--- src/rtl/gf2m_pkg.sv ---
// Shared constants and types for the digit-serial GF(2^m) multiplier.
// SECT163 field: f(x) = x^163 + x^7 + x^6 + x^3 + 1.
package gf2m_pkg;

  localparam int SECT163_M = 163;
  localparam logic [SECT163_M-1:0] SECT163_POLY = 163'hC9;

  typedef enum logic {
    IDLE = 1'b0,
    RUN  = 1'b1
  } state_t;

endpackage

--- src/rtl/gf2m_ds_mul_if.sv ---
// Request/response bundle for gf2m_ds_mul: operands and start/clr in,
// busy/done and the reduced product out.
interface gf2m_ds_mul_if #(
  parameter int M = gf2m_pkg::SECT163_M
);
  logic         clr;
  logic         start;
  logic [M-1:0] a;
  logic [M-1:0] b;
  logic         busy;
  logic         done;
  logic [M-1:0] z;

  modport master (output clr, start, a, b, input busy, done, z);
  modport slave  (input clr, start, a, b, output busy, done, z);
endinterface

--- src/rtl/gf2m_ds_step.sv ---
// One digit iteration: c_next = (c * x^D mod f) xor (a * digit mod f).
// Purely combinational; the sum has degree <= M+D-1 and is fully reduced.
module gf2m_ds_step
  import gf2m_pkg::*;
#(
  parameter int           M    = SECT163_M,
  parameter int           D    = 8,
  parameter logic [M-1:0] POLY = M'(SECT163_POLY)
) (
  input  logic [M-1:0] c,
  input  logic [M-1:0] a,
  input  logic [D-1:0] digit,
  output logic [M-1:0] c_next
);

  localparam int W = M + D;

  logic [W-1:0] t;

  always_comb begin
    t = {c, {D{1'b0}}};
    for (int j = 0; j < D; j++) begin
      if (digit[j]) t = t ^ (W'(a) << j);
    end
    // Fold the top D coefficients down, highest first, so each fold only touches lower bits.
    for (int i = W - 1; i >= M; i--) begin
      if (t[i]) t = t ^ (W'({1'b1, POLY}) << (i - M));
    end
    c_next = t[M-1:0];
  end

endmodule

--- src/rtl/gf2m_ds_mul.sv ---
// Digit-serial GF(2^M) multiplier, MSB-first digits of b, D bits per cycle.
// Latency ceil(M/D)+1 edges from start to done; start is ignored while busy.
module gf2m_ds_mul
  import gf2m_pkg::*;
#(
  parameter int           M    = SECT163_M,
  parameter int           D    = 8,
  parameter logic [M-1:0] POLY = M'(SECT163_POLY)
) (
  input  logic clk,
  input  logic rst,
  gf2m_ds_mul_if.slave bus
);

  localparam int N  = (D < 1) ? 1 : (M + D - 1) / D;
  localparam int NB = N * D;
  localparam int CW = (N > 1) ? $clog2(N) : 1;

  if (D < 1 || D > M) begin : g_bad_digit
    $fatal(1, "gf2m_ds_mul: D must lie in 1..M");
  end
  if (POLY[0] == 1'b0) begin : g_bad_poly
    $fatal(1, "gf2m_ds_mul: POLY must have a constant term");
  end

  state_t          state, state_nxt;
  logic            load, step_en, finish;
  logic [M-1:0]    a_q, c_q, z_q, c_next;
  logic [NB-1:0]   b_q;
  logic [CW-1:0]   cnt;
  logic            fin;
  logic            done_q;

  gf2m_ds_step #(.M(M), .D(D), .POLY(POLY)) u_step (
    .c      (c_q),
    .a      (a_q),
    .digit  (b_q[NB-1 -: D]),
    .c_next (c_next)
  );

  always_ff @(posedge clk or posedge rst) begin
    if (rst) state <= IDLE;
    else     state <= state_nxt;
  end

  always_comb begin
    state_nxt = state;
    load      = 1'b0;
    step_en   = 1'b0;
    finish    = 1'b0;
    case (state)
      IDLE: begin
        if (bus.start) begin
          load      = 1'b1;
          state_nxt = RUN;
        end
      end
      RUN: begin
        // One extra RUN cycle after the last digit moves the result into z.
        if (fin) begin
          finish    = 1'b1;
          state_nxt = IDLE;
        end else begin
          step_en = 1'b1;
        end
      end
      default: state_nxt = IDLE;
    endcase
    if (bus.clr) begin
      state_nxt = IDLE;
      load      = 1'b0;
      step_en   = 1'b0;
      finish    = 1'b0;
    end
  end

  always_ff @(posedge clk or posedge rst) begin
    if (rst) begin
      a_q    <= '0;
      b_q    <= '0;
      c_q    <= '0;
      z_q    <= '0;
      cnt    <= '0;
      fin    <= 1'b0;
      done_q <= 1'b0;
    end else if (bus.clr) begin
      c_q    <= '0;
      cnt    <= '0;
      fin    <= 1'b0;
      done_q <= 1'b0;
    end else begin
      done_q <= 1'b0;
      if (load) begin
        a_q <= bus.a;
        b_q <= NB'(bus.b);
        c_q <= '0;
        cnt <= CW'(N - 1);
        fin <= 1'b0;
      end else if (step_en) begin
        c_q <= c_next;
        b_q <= b_q << D;
        cnt <= cnt - CW'(1);
        if (cnt == '0) fin <= 1'b1;
      end else if (finish) begin
        z_q    <= c_q;
        done_q <= 1'b1;
        fin    <= 1'b0;
      end
    end
  end

  assign bus.busy = (state == RUN);
  assign bus.done = done_q;
  assign bus.z    = z_q;

endmodule

--- src/flat_wrapper.sv ---
// flat-port wrapper written by rule: the top's interface ports become plain ports
module gf2m_ds_mul_flat import gf2m_pkg::*;
#(
  parameter int           M    = SECT163_M,
  parameter int           D    = 8,
  parameter logic [M-1:0] POLY = M'(SECT163_POLY)
)
  (clk, rst, bus_clr, bus_start, bus_a, bus_b, bus_busy, bus_done, bus_z);
  gf2m_ds_mul_if #(.M(M)) bus_i ();
  input  logic clk;
  input  logic rst;
  input wire logic [$bits(bus_i.clr)-1:0] bus_clr;
  input wire logic [$bits(bus_i.start)-1:0] bus_start;
  input wire logic [$bits(bus_i.a)-1:0] bus_a;
  input wire logic [$bits(bus_i.b)-1:0] bus_b;
  output wire logic [$bits(bus_i.busy)-1:0] bus_busy;
  output wire logic [$bits(bus_i.done)-1:0] bus_done;
  output wire logic [$bits(bus_i.z)-1:0] bus_z;
  assign bus_i.clr = bus_clr;
  assign bus_i.start = bus_start;
  assign bus_i.a = bus_a;
  assign bus_i.b = bus_b;
  assign bus_busy = bus_i.busy;
  assign bus_done = bus_i.done;
  assign bus_z = bus_i.z;
  gf2m_ds_mul #(.M(M), .D(D), .POLY(POLY)) u_core (.clk(clk), .rst(rst), .bus(bus_i));
endmodule
--- config.mk ---
export PLATFORM = sky130hd
export DESIGN_NAME = gf2m_ds_mul_flat
export DESIGN_NICKNAME = d
export VERILOG_FILES = /design/src/rtl/gf2m_pkg.sv /design/src/rtl/gf2m_ds_mul_if.sv /design/src/rtl/gf2m_ds_step.sv /design/src/rtl/gf2m_ds_mul.sv /design/src/flat_wrapper.sv
export SDC_FILE = /design/constraint.sdc
export NUM_CORES = 2
export LEC_CHECK = 0
export ABC_AREA = 1
export ABC_CLOCK_PERIOD_IN_PS = 24300
export BUFFER_PORTS_ARGS = -buffer_cell sky130_fd_sc_hd__buf_2
export CORE_UTILIZATION = 60
export DETAILED_ROUTE_END_ITERATION = 8
export GPL_TIMING_DRIVEN = 0
export PLACE_DENSITY = 0.83
export SETUP_SLACK_MARGIN = 0.15
export SLEW_MARGIN = 20
export SYNTH_ARGS = -nofsm -noshare
export SYNTH_HDL_FRONTEND = slang
export SYNTH_SLANG_ARGS = --single-unit
--- constraint.sdc ---
create_clock -name clk -period 24.3 [get_ports clk]
set_input_delay 2.43 -clock clk [delete_from_list [all_inputs] [get_ports clk]]
set_output_delay 2.43 -clock clk [all_outputs]
set_load 0.005 [all_outputs]
==> metrics.txt <==
# TYPE chip_impl_metric gauge
chip_impl_metric{name="worst_ep_required_time",unit="ns"} 24.82
chip_impl_info{name="crit_path_end_kind",value="flip-flop"} 1
chip_impl_metric{name="max_freq",unit="GHz"} 0.2148
chip_impl_info{name="failed_checks",value="DRC"} 1
chip_impl_metric{name="synth_top_cell_area_share",unit="%"} 37.54
chip_impl_metric{name="synthArstFlopShare",unit="%"} 100.0
chip_impl_metric{name="grt_pass1_wl",unit="mm"} 224.6
chip_impl_metric{name="placeableCoreArea",unit="um2"} 73080
chip_impl_metric{name="area.growth.synth_to_final",unit="%"} 14.48
chip_impl_metric{name="worst-endpoint-arrival",unit="ns"} 5.17
chip_impl_metric{name="synth_compound_area_share",unit="%"} 7.745
chip_impl_metric{name="post-route-cell-area",unit="um2"} 50750
chip_impl_metric{name="number_of_enable_type_register_cells_in_the_synthesized_netlist",unit=""} 0
chip_impl_info{name="ctsRootBufferMaster",value="sky130_fd_sc_hd__clkbuf_16"} 1
chip_impl_metric{name="wire_per_inst",unit="um"} 19.51
chip_impl_metric{name="post_cts.resized_instances",unit=""} 0
chip_impl_info{name="synth.top_cells.by_count",value="sky130_fd_sc_hd__nand2_1 (2517), sky130_fd_sc_hd__xnor2_1 (681), sky130_fd_sc_hd__dfrtp_1 (665)"} 1
chip_impl_metric{name="hold_buffers",unit=""} 0
chip_impl_info{name="worstSetupStartpointType",value="input pin"} 1
chip_impl_metric{name="synth_register_bits",unit=""} 665
chip_impl_metric{name="drc",unit=""} 72
chip_impl_metric{name="cts_buffers",unit=""} 75
chip_impl_metric{name="power-per-cell-area",unit="nW/um2"} 141.6
chip_impl_metric{name="drive_above_1_share",unit="%"} 12.29
chip_impl_metric{name="synth.cell_area",unit="um2"} 44330
chip_impl_info{name="critPathSlowestCell",value="sky130_fd_sc_hd__clkbuf_1"} 1
chip_impl_metric{name="synth.mux.area_fraction",unit="%"} 0
chip_impl_info{name="worst-setup-path-type",value="input pin to flip-flop"} 1
chip_impl_metric{name="max_slew_margin",unit="%"} 30.01
chip_impl_metric{name="layout.nets",unit=""} 6886
chip_impl_info{name="outcome",value="finished with violations"} 1
chip_impl_info{name="synth.top_cells.by_area",value="sky130_fd_sc_hd__dfrtp_1 (38%), sky130_fd_sc_hd__nand2_1 (21%), sky130_fd_sc_hd__xnor2_1 (13%)"} 1
chip_impl_metric{name="synthesis.yosys.warnings",unit=""} 0
chip_impl_metric{name="cts_buffer_depth",unit=""} 3
chip_impl_metric{name="power_switching",unit="mW"} 3.346
chip_impl_metric{name="cp_max_fo",unit=""} 10
chip_impl_metric{name="count_of_buffers_added_by_post_cts_timing_repair_for_setup",unit=""} 0
chip_impl_metric{name="wl",unit="mm"} 148.0
chip_impl_metric{name="synthCells",unit=""} 5977
chip_impl_metric{name="power.switching_fraction",unit="%"} 46.58
chip_impl_metric{name="hpwlAfterDp",unit="mm"} 106.0
chip_impl_metric{name="clkLatencyLatePin",unit="ns"} 0.65
chip_impl_metric{name="critPathBufInv",unit=""} 5
chip_impl_metric{name="number_of_max_capacitance_violations_reported",unit=""} 0
chip_impl_metric{name="placed_area",unit="um2"} 48180
chip_impl_metric{name="hold_violations",unit=""} 0
chip_impl_metric{name="clkSlewWorstSetupHoldPaths",unit="ns"} 0.06
chip_impl_metric{name="antenna_violations_before_repair",unit=""} 27
chip_impl_metric{name="fp.dieArea",unit="um2"} 74970
chip_impl_metric{name="vias_per_instance",unit=""} 5.550
chip_impl_metric{name="power_frac_comb",unit="%"} 58.4
chip_impl_metric{name="fp-row-count",unit=""} 99
chip_impl_metric{name="power_frac_clock",unit="%"} 16.5
chip_impl_metric{name="seqPwrFrac",unit="%"} 25.1
chip_impl_info{name="synth_most_common_cell",value="sky130_fd_sc_hd__nand2_1"} 1
chip_impl_metric{name="post_synth_xor_area_fraction",unit="%"} 24.76
chip_impl_info{name="synth_top_family_by_area",value="XOR/XNOR gates"} 1
chip_impl_metric{name="number_of_global_route_vias_before_repair",unit=""} 40120
chip_impl_metric{name="final-max-slew-violation-count",unit=""} 0
chip_impl_metric{name="synthAdderAreaFrac",unit="%"} 0.05645
chip_impl_info{name="synthDominantAreaCellType",value="sky130_fd_sc_hd__dfrtp_1"} 1
chip_impl_metric{name="yosysSeqAreaShare",unit="%"} 37.54
chip_impl_metric{name="floorplan.initialDensity",unit="%"} 60.66
chip_impl_metric{name="totalPowerFinal",unit="mW"} 7.183
chip_impl_metric{name="gr-usage-all-layers",unit="%"} 38.71
chip_impl_metric{name="synth_cell_type_count",unit=""} 31
chip_impl_metric{name="ios",unit=""} 495
chip_impl_metric{name="syn_nets",unit=""} 6309
chip_impl_metric{name="clock_sinks",unit=""} 665
chip_impl_metric{name="postSynthAreaPerCell",unit="um2"} 7.417
chip_impl_metric{name="tightest_slew",unit="ns"} 1.050
chip_impl_metric{name="die_w",unit="um"} 273.8
chip_impl_info{name="tritoncts",value="yes"} 1
chip_impl_metric{name="vdd.ir_drop.worst",unit="V"} 0.00007339
chip_impl_metric{name="dr.pass1.iters",unit=""} 8
chip_impl_metric{name="fin_crit",unit="ns"} 4.656
chip_impl_metric{name="grt_start_max_net_pins",unit=""} 115
chip_impl_metric{name="cellInternalPower",unit="mW"} 3.837
chip_impl_metric{name="synthSimpleGateAreaFrac",unit="%"} 22.65
chip_impl_info{name="ys.flop_type",value="sky130_fd_sc_hd__dfrtp_1"} 1
chip_impl_info{name="timing.critical_path.mode_cell",value="sky130_fd_sc_hd__buf_2"} 1
chip_impl_metric{name="clock_tree.htree_level_count",unit=""} 3
chip_impl_info{name="crit_path_cell_trace",value="buf_2 -> inv_2 -> nand2_2 -> buf_2 -> buf_2 -> clkbuf_1 -> o21ai_0 -> o21ai_0 -> nand2_1"} 1
chip_impl_metric{name="grt_overflow_total",unit=""} 0
chip_impl_metric{name="cpPeakStageDelay",unit="ns"} 0.81
chip_impl_info{name="rsz_0062_raised_after_global_routing",value="false"} 1
chip_impl_metric{name="drtAntennaViolNets",unit=""} 0
chip_impl_metric{name="total_vias_in_the_final_route",unit=""} 42120
chip_impl_metric{name="layout_worst_path_cycle_share",unit="%"} 19.16
chip_impl_metric{name="weighted_congestion_reported_at_the_end_of_routability_driven_placement",unit=""} 0.9755
chip_impl_metric{name="p_leak",unit="nW"} 24.06
chip_impl_metric{name="die_h",unit="um"} 273.8
chip_impl_info{name="critPathTopFamily",value="buffers and inverters"} 1
chip_impl_info{name="hold_path.class",value="flip-flop to flip-flop"} 1
chip_impl_metric{name="place.port_buffers",unit=""} 494
chip_impl_metric{name="drt-initial-drc-count",unit=""} 4623
chip_impl_metric{name="final_number_of_setup_violating_endpoints",unit=""} 0
chip_impl_metric{name="timing.clock.skew",unit="ns"} 0.02429
cell type report:
| cell class | instances | area (um2) |
|---|---|---|
| clock buffer | 105 | 2183 |
| tap | 959 | 1200 |
| sequential | 665 | 16640 |
| clock inverter | 34 | 352.8 |
| fill | 6027 | 22340 |
| inverter | 274 | 1036 |
| timing repair buffer | 500 | 2638 |
| multi-input combinational | 4556 | 24470 |
| buffer | 482 | 2192 |
| antenna | 13 | 32.53 |
state kept, by name, indices dropped and copies added (netlist names):
signal / cells
u_core.b_q: 168
u_core.a_q: 163
u_core.bus.z: 163
u_core.c_q: 163
u_core.cnt: 5
u_core.bus.busy: 1
u_core.bus.done: 1
u_core.fin: 1
tightest hold or removal path, stage by stage, from the launching register on:
cell and delay [ns]:
sky130_fd_sc_hd__dfrtp_1 0.33, sky130_fd_sc_hd__nand2_1 0.05, sky130_fd_sc_hd__nand2_1 0.04
cell usage in the layout (no fill, tap or decap), drive strengths merged, types with 32 or more instances in the layout:
master | synthesis | final
nand2 | 2519 | 2519
buf | 181 | 681
xor2 | 572 | 572
o21ai | 374 | 374
xnor2 | 681 | 681
a21oi | 231 | 231
clkbuf | 301 | 406
o22ai | 57 | 57
dfrtp | 665 | 665
inv | 274 | 279
nor2 | 32 | 32
nand3 | 69 | 69
metrics by stage:
stage	hold WS (ns)	util (%)	setup TNS, ns	instances	setup WS (ns)
floorplan	0.4495	-	0	5977	3.232
global placement	0.4486	65.68	-2478.32	7430	-3.840
detailed placement	0.4534	65.92	0	7436	19.14
CTS	0.4675	69.39	0	7575	19.78
global route	0.4828	69.41	0	7581	19.65
finish	0.4628	69.44	0	7588	19.64
power groups by stage:
stage	Sequential, mW	Combinational, mW	Clock, mW
after floorplan	1.74	3.05	0
after global placement	1.80	3.96	0
after detailed placement	1.81	4.05	0
after CTS	1.79	4.09	1.18
after global routing	1.84	4.52	1.23
final	1.80	4.20	1.18
metal layers:
metal	share of wire [%]	vias up	global-route usage, %
met4	5.2	34	19.69
met5	0.13	-	0
met3	11	493	9.719
li1	-	19340	-
met1	38	19920	48.85
met2	46	2324	61.48
final timing paths:
check / startpoint / endpoint / slack, ns / cells after the start
worst max register to register: u_core.bus.busy / u_core.b_q[68] / 21.04 / 9
worst min register to register: u_core.bus.z[60] / u_core.bus.z[60] / 0.46 / 2
worst min-delay path: u_core.bus.z[60] / u_core.bus.z[60] / 0.46 / 2
worst max-delay path: bus_clr / u_core.b_q[68] / 19.64 / 9
min in group asynchronous: rst / u_core.bus.z[145] / 1.80 / 2
max in group asynchronous: rst / u_core.bus.z[65] / 21.04 / 4
cells by family after synthesis:
logic type / after synthesis
AND/OR/NAND/NOR: 2633
XOR/XNOR: 1253
buffers and inverters: 756
AO/OA/AOI/OAI: 668
flip-flops: 665
adder cells (fa/ha/maj): 2
Note: power is estimated with default switching activity, not from simulation.
